<file path="config.mk">
export PLATFORM = sky130hd
export DESIGN_NAME = mmio_uart_tx
export DESIGN_NICKNAME = d
export VERILOG_FILES = /design/src/rtl/mmio_uart_tx_pkg.sv /design/src/rtl/mmio_uart_tx_byte_fifo.sv /design/src/rtl/mmio_uart_tx.sv
export SDC_FILE = /design/constraint.sdc
export NUM_CORES = 1
export LEC_CHECK = 0
export ABC_AREA = 1
export CORE_ASPECT_RATIO = 0.75
export CORE_MARGIN = 2
export CORE_UTILIZATION = 50
export DETAILED_ROUTE_END_ITERATION = 8
export PLACE_DENSITY = 0.66
export SYNTH_ARGS = -nofsm -noshare
export SYNTH_HDL_FRONTEND = slang
export SYNTH_SLANG_ARGS = --single-unit
export TNS_END_PERCENT = 10
</file>
<file path="constraint.sdc">
create_clock -name clk -period 2.6 [get_ports clk]
set_input_delay 0.26 -clock clk [delete_from_list [all_inputs] [get_ports clk]]
set_output_delay 0.26 -clock clk [all_outputs]
set_load 0.01 [all_outputs]
</file>
<file path="src/rtl/mmio_uart_tx_pkg.sv">
// Shared definitions for the memory-mapped UART transmitter: the store address
// that the data-memory stage decodes and the transmitter FSM state encoding.
package mmio_uart_tx_pkg;

    localparam logic [31:0] MMIO_UART_ADDRESS = 32'h2000;

    typedef enum logic [1:0] {
        UART_IDLE  = 2'd0,
        UART_START = 2'd1,
        UART_DATA  = 2'd2,
        UART_STOP  = 2'd3
    } uart_state_t;

endpackage

</file>
<file path="src/rtl/mmio_uart_tx_byte_fifo.sv">
// Small byte FIFO between the store port and the UART shifter. Pointers carry
// one extra wrap bit so full and empty are distinguishable without a counter.
module byte_fifo #(
    parameter int FIFO_DEPTH_LOG2 = 2
) (
    input  logic                     clk,
    input  logic                     reset,
    input  logic                     push,
    input  logic [7:0]               push_data,
    input  logic                     pop,
    output logic [7:0]               pop_data,
    output logic                     full,
    output logic                     empty,
    output logic [FIFO_DEPTH_LOG2:0] level
);

    localparam int DEPTH = 1 << FIFO_DEPTH_LOG2;

    logic [7:0]               mem [DEPTH];
    logic [FIFO_DEPTH_LOG2:0] wr_ptr;
    logic [FIFO_DEPTH_LOG2:0] rd_ptr;
    logic                     do_push;
    logic                     do_pop;

    assign empty    = (wr_ptr == rd_ptr);
    assign full     = (wr_ptr[FIFO_DEPTH_LOG2] != rd_ptr[FIFO_DEPTH_LOG2]) &&
                      (wr_ptr[FIFO_DEPTH_LOG2-1:0] == rd_ptr[FIFO_DEPTH_LOG2-1:0]);
    assign level    = wr_ptr - rd_ptr;
    assign pop_data = mem[rd_ptr[FIFO_DEPTH_LOG2-1:0]];

    // Full/empty come from the registered pointers, so a write while full is
    // dropped even if the same cycle frees a slot.
    assign do_push  = push && !full;
    assign do_pop   = pop && !empty;

    // Pointer update; both may advance in the same cycle.
    always_ff @(posedge clk or posedge reset) begin
        if (reset) begin
            wr_ptr <= '0;
            rd_ptr <= '0;
        end else begin
            if (do_push) wr_ptr <= wr_ptr + 1'b1;
            if (do_pop)  rd_ptr <= rd_ptr + 1'b1;
        end
    end

    // Storage array; contents are meaningless until written, so no reset.
    always_ff @(posedge clk) begin
        if (do_push) mem[wr_ptr[FIFO_DEPTH_LOG2-1:0]] <= push_data;
    end

endmodule

</file>
<file path="src/rtl/mmio_uart_tx.sv">
// Memory-mapped UART transmitter: each store strobe queues one byte; queued
// bytes go out as contiguous 8N1 frames on a registered, idle-high line.
module mmio_uart_tx
    import mmio_uart_tx_pkg::*;
#(
    parameter int CLKS_PER_BIT    = 868,
    parameter int FIFO_DEPTH_LOG2 = 2
) (
    input  logic                     clk,
    input  logic                     reset,
    input  logic                     io_write_enable,
    input  logic [7:0]               io_write_data,
    output logic                     fifo_full,
    output logic [FIFO_DEPTH_LOG2:0] fifo_level,
    output logic                     tx_busy,
    output logic                     overflow_error,
    output logic                     uart_tx
);

    localparam int BW = (CLKS_PER_BIT > 1) ? $clog2(CLKS_PER_BIT) : 1;
    localparam logic [BW-1:0] BAUD_LAST = BW'(CLKS_PER_BIT - 1);

    uart_state_t state;
    uart_state_t state_next;
    logic [BW-1:0] baud_cnt;
    logic [BW-1:0] baud_next;
    logic [2:0]    bit_idx;
    logic [2:0]    bit_next;
    logic [7:0]    shift;
    logic [7:0]    shift_next;
    logic          tx_next;
    logic          fifo_pop;
    logic [7:0]    pop_data;
    logic          fifo_empty;
    logic          baud_done;

    byte_fifo #(.FIFO_DEPTH_LOG2(FIFO_DEPTH_LOG2)) u_fifo (
        .clk       (clk),
        .reset     (reset),
        .push      (io_write_enable),
        .push_data (io_write_data),
        .pop       (fifo_pop),
        .pop_data  (pop_data),
        .full      (fifo_full),
        .empty     (fifo_empty),
        .level     (fifo_level)
    );

    assign baud_done = (baud_cnt == BAUD_LAST);
    assign tx_busy   = (state != UART_IDLE) || !fifo_empty;

    // FSM state register.
    always_ff @(posedge clk or posedge reset) begin
        if (reset) state <= UART_IDLE;
        else       state <= state_next;
    end

    // Next-state: advance on the last clock of each bit period.
    always_comb begin
        state_next = state;
        case (state)
            UART_IDLE:  if (!fifo_empty) state_next = UART_START;
            UART_START: if (baud_done) state_next = UART_DATA;
            UART_DATA:  if (baud_done && bit_idx == 3'd7) state_next = UART_STOP;
            UART_STOP:  if (baud_done) state_next = fifo_empty ? UART_IDLE : UART_START;
            default:    state_next = UART_IDLE;
        endcase
    end

    // Datapath next values: pop, line level, shifter and counters.
    always_comb begin
        fifo_pop   = 1'b0;
        baud_next  = baud_cnt;
        bit_next   = bit_idx;
        shift_next = shift;
        tx_next    = uart_tx;
        case (state)
            UART_IDLE: begin
                if (!fifo_empty) begin
                    fifo_pop   = 1'b1;
                    shift_next = pop_data;
                    baud_next  = '0;
                    tx_next    = 1'b0;
                end
            end
            UART_START: begin
                if (baud_done) begin
                    baud_next  = '0;
                    bit_next   = 3'd0;
                    tx_next    = shift[0];
                    shift_next = shift >> 1;
                end else begin
                    baud_next = baud_cnt + 1'b1;
                end
            end
            UART_DATA: begin
                if (baud_done) begin
                    baud_next = '0;
                    if (bit_idx == 3'd7) begin
                        tx_next = 1'b1;
                    end else begin
                        bit_next   = bit_idx + 3'd1;
                        tx_next    = shift[0];
                        shift_next = shift >> 1;
                    end
                end else begin
                    baud_next = baud_cnt + 1'b1;
                end
            end
            UART_STOP: begin
                if (baud_done) begin
                    baud_next = '0;
                    // Chain straight into the next start bit with no idle gap.
                    if (!fifo_empty) begin
                        fifo_pop   = 1'b1;
                        shift_next = pop_data;
                        tx_next    = 1'b0;
                    end
                end else begin
                    baud_next = baud_cnt + 1'b1;
                end
            end
            default: ;
        endcase
    end

    // Registered line and datapath; reset forces the line high at once.
    always_ff @(posedge clk or posedge reset) begin
        if (reset) begin
            uart_tx  <= 1'b1;
            baud_cnt <= '0;
            bit_idx  <= 3'd0;
            shift    <= 8'd0;
        end else begin
            uart_tx  <= tx_next;
            baud_cnt <= baud_next;
            bit_idx  <= bit_next;
            shift    <= shift_next;
        end
    end

    // Sticky overflow: a write that found the FIFO full was lost.
    always_ff @(posedge clk or posedge reset) begin
        if (reset)                              overflow_error <= 1'b0;
        else if (io_write_enable && fifo_full)  overflow_error <= 1'b1;
    end

endmodule
</file>
==> results.ini <==
[outcome]
status = finished, final reports clean

[clock_tree]
clock-sinks = 63
cts_tree = done
postCtsSetupBuffers = 0
cts_buffer_depth = 2
cts-root-buf = clkbuf_8
cts_made_buffers = 9
h-tree-depth = 3
clkTransAtPathRegs_ps = 60
clock_latency_ps = 350

[setup_path]
arrival_ps = 2160
r2r_end = u_fifo.mem[3][7]$_DFFE_PP_
start_kind = flip-flop
cpPeakStageDelay_ps = 550
cp.required_ps = 2340
critPathSlowestCell = clkdlybuf4s50_1
crit_chain = inv_1 > ha_1 > fa_1 > xnor2_1 > clkdlybuf4s50_1
worstRegToRegCells = 7
worstSetupEndpointType = output port
crit_fanout = 4
critical_path_class = reg2out
worst-r2r-setup-slack_ps = 690
r2r-start = u_fifo.wr_ptr[0]$_DFFE_PP0N_

[floorplan]
initial_utilization_pct = 52.4
die_area_sq_um = 6850
die_h_um = 72.2
coreArea_sq_um = 5920
rows = 24
die_w_um = 94.9
ios = 18

[yosys]
syn_area_sq_um = 3100
synthTopCellsByArea = edfxtp_1 (31%), dfrtp_1 (24%), nand2_1 (13%), ha_1 (6.1%), nand3_1 (5.5%)
synth_cells = 326
synth_top_area_share_pct = 31.0
synthDistinctLibCells = 33
async_flop_share_pct = 49.2
yosysSeqAreaShare_pct = 56.1
ys.flop_type = edfxtp_1
syn-num-nets = 353
yosysTopAreaCell = edfxtp_1
synth_edf_count = 32
ys_ff_latch = 63
syn_area_per_cell_sq_um = 9.51
yosysWarnings = 0

[timing]
worst_pin_slew_ps = 543
period_share_pct = 93.1
worst_clock_skew_ps = 6.86
hold_slack_ps = 291
max_freq_ghz = 0.413
relSlewSlack_pct = 63.6
fin_crit_ps = 2420
rsz0062_at_grt = no
final.setup.tns_ps = 0
hold_viol = 0
setup_viol = 0
maxSlewViolCount = 0

[route]
wl_per_cell_um = 12.9
finalWirelength_um = 5670
vias_per_cell = 4.94
final_antenna_net_count = 0
drt_iter0_drc = 140
vias = 2169
dr.pass1.iters = 4
drc = 0

[placed_design]
port_buffers = 17
gp_congestion = 0.830
hpwlAfterDp_um = 3980

[hold_path]
min_path_type = in2async

[final_layout]
area_delta_synth_final_pct = 14.9
drive_above_1_share_pct = 11.9
fillerInstances = 520
nets = 383
utilization_pct = 60.2
n_antenna_cell = 0

[pwr]
vdd_ir_drop_max_mv = 0.507
power.density_nw_per_um2 = 685
p_leak_nw = 1.57

[grt]
track_usage_pct = 19.1
grtUsageMet1_pct = 28.1
grt_max_degree = 32
grt-busiest-layer = met1
grt_pass1_wl_um = 9700
overflow = 0
grt_pass1_vias = 2043
grtUsageMet2_pct = 26.2
grt.met3_usage_pct = 6.96
antenna_found_initial = 0

[flow_run]
cap_violations = 0

==> registers in the layout, indices dropped and copies added (netlist names), 2 cells and up <==
register,flops
baud_cnt,10
u_fifo.mem,32
state,2
shift,8
bit_idx,3
u_fifo.rd_ptr,3
u_fifo.wr_ptr,3
==> placed cells by master (no fill, tap or decap) <==
| cell type | Yosys | layout |
|---|---|---|
| a211oi_1 | 1 | 1 |
| a21oi_1 | 4 | 4 |
| a21oi_2 | 1 | 1 |
| a31o_2 | 1 | 1 |
| buf_4 | 2 | 8 |
| clkbuf_1 | 1 | 1 |
| clkbuf_8 | 0 | 9 |
| clkdlybuf4s50_1 | 0 | 16 |
| clkinv_1 | 2 | 3 |
| clkinv_2 | 0 | 2 |
| clkinv_4 | 1 | 2 |
| clkinvlp_4 | 0 | 2 |
| dfrtp_1 | 30 | 30 |
| dfstp_2 | 1 | 1 |
| dlymetal6s2s_1 | 0 | 1 |
| edfxtp_1 | 32 | 32 |
| fa_1 | 1 | 1 |
| ha_1 | 15 | 15 |
| inv_1 | 31 | 31 |
| inv_2 | 2 | 2 |
| nand2_1 | 111 | 111 |
| nand2_2 | 6 | 6 |
| nand2_4 | 1 | 1 |
| nand3_1 | 34 | 34 |
| nand3_4 | 2 | 2 |
| nand4_1 | 2 | 2 |
| nor2_1 | 9 | 9 |
| nor2_2 | 4 | 4 |
| nor2_4 | 1 | 1 |
| o21ai_0 | 9 | 9 |
| o21ai_1 | 4 | 4 |
| o21bai_1 | 2 | 2 |
| o22ai_1 | 3 | 3 |
| o31ai_1 | 1 | 1 |
| or2_2 | 1 | 1 |
| xnor2_1 | 3 | 3 |
| xor2_1 | 5 | 5 |
==> worst max-delay path by stage <==
| stage | from | to | depth (start not counted) |
|---|---|---|---|
| floorplan | u_fifo.rd_ptr[1]$_DFFE_PP0P_ | u_fifo.mem[2][0]$_DFFE_PP_ | 9 |
| global placement | u_fifo.wr_ptr[0]$_DFFE_PP0N_ | tx_busy | 8 |
| detailed placement | u_fifo.wr_ptr[0]$_DFFE_PP0N_ | tx_busy | 8 |
| CTS | u_fifo.wr_ptr[0]$_DFFE_PP0N_ | tx_busy | 8 |
| global route | u_fifo.wr_ptr[0]$_DFFE_PP0N_ | fifo_level[2] | 5 |
| finish | u_fifo.wr_ptr[0]$_DFFE_PP0N_ | fifo_level[2] | 5 |
==> synth_stat cells, types with 4 or more instances <==
master / instances
o21ai_0: 9
nand2_2: 6
xor2_1: 5
ha_1: 15
nor2_1: 9
nor2_2: 4
o21ai_1: 4
dfrtp_1: 30
edfxtp_1: 32
inv_1: 31
nand2_1: 111
nand3_1: 34
a21oi_1: 4
==> layer usage <==
metal | wire length, um | share of wire [%]
met4 | 42 | 0.74
met5 | 0 | 0
met1 | 2990 | 53
met2 | 2350 | 41
met3 | 287 | 5.1
==> cells by family (layout without fill, tap and decap cells) <==
group | Yosys count | in the layout | synth area share (%)
AOI/OAI and AO/OA | 26 | 26 | 4.88
xor gates and xnor gates | 8 | 8 | 2.26
adders and majority gates | 16 | 16 | 6.70
buffers and inverters | 42 | 77 | 5.61
DFF | 63 | 63 | 56.1
and+or+nand+nor | 171 | 171 | 24.5
==> critical path, delay by kind of cell, from the launching register on <==
family / cells / cell delay, ps
xor+xnor: 1 / 180
fa+ha+maj: 2 / 590
buf+inv: 2 / 660
flops: 1 / 380
==> timing repair <==
action / in CTS / in global routing
endpoints found under the hold margin: 0 / 0
endpoints found under the setup margin: 0 / 1
hold buffers: 0 / 0
resized for setup: 0 / 1
==> power by group <==
part / total [mW] / internal [mW] / switching (mW)
Combinational: 0.487 / 0.216 / 0.271
Sequential: 1.24 / 1.19 / 0.0461
Clock: 0.717 / 0.340 / 0.377
Total: 2.44 / 1.75 / 0.695
==> layout make-up <==
| type | count | area, sq um | share of cell area (%) |
|---|---|---|---|
| inverters | 36 | 140 | 3.93 |
| well taps | 78 | 97.6 | 2.74 |
| multi-input cells | 221 | 1190 | 33.4 |
| flip-flops and latches | 63 | 1740 | 48.8 |
| repair buffers | 25 | 233 | 6.53 |
| clock buffers | 10 | 128 | 3.58 |
| clock inverters | 6 | 37.5 | 1.05 |
==> through the flow <==
stage	cell area, sq um	setup WS [ps]	power, mW	instances
2_1_floorplan	3100	509	1.53	326
3_3_place_gp	3390	524	1.74	423
3_5_place_dp	3390	467	1.74	423
4_1_cts	3560	83.3	2.47	439
5_1_grt	3560	64.4	2.57	439
6_report	3560	179	2.44	439
Note: power is estimated with default switching activity, not from simulation.
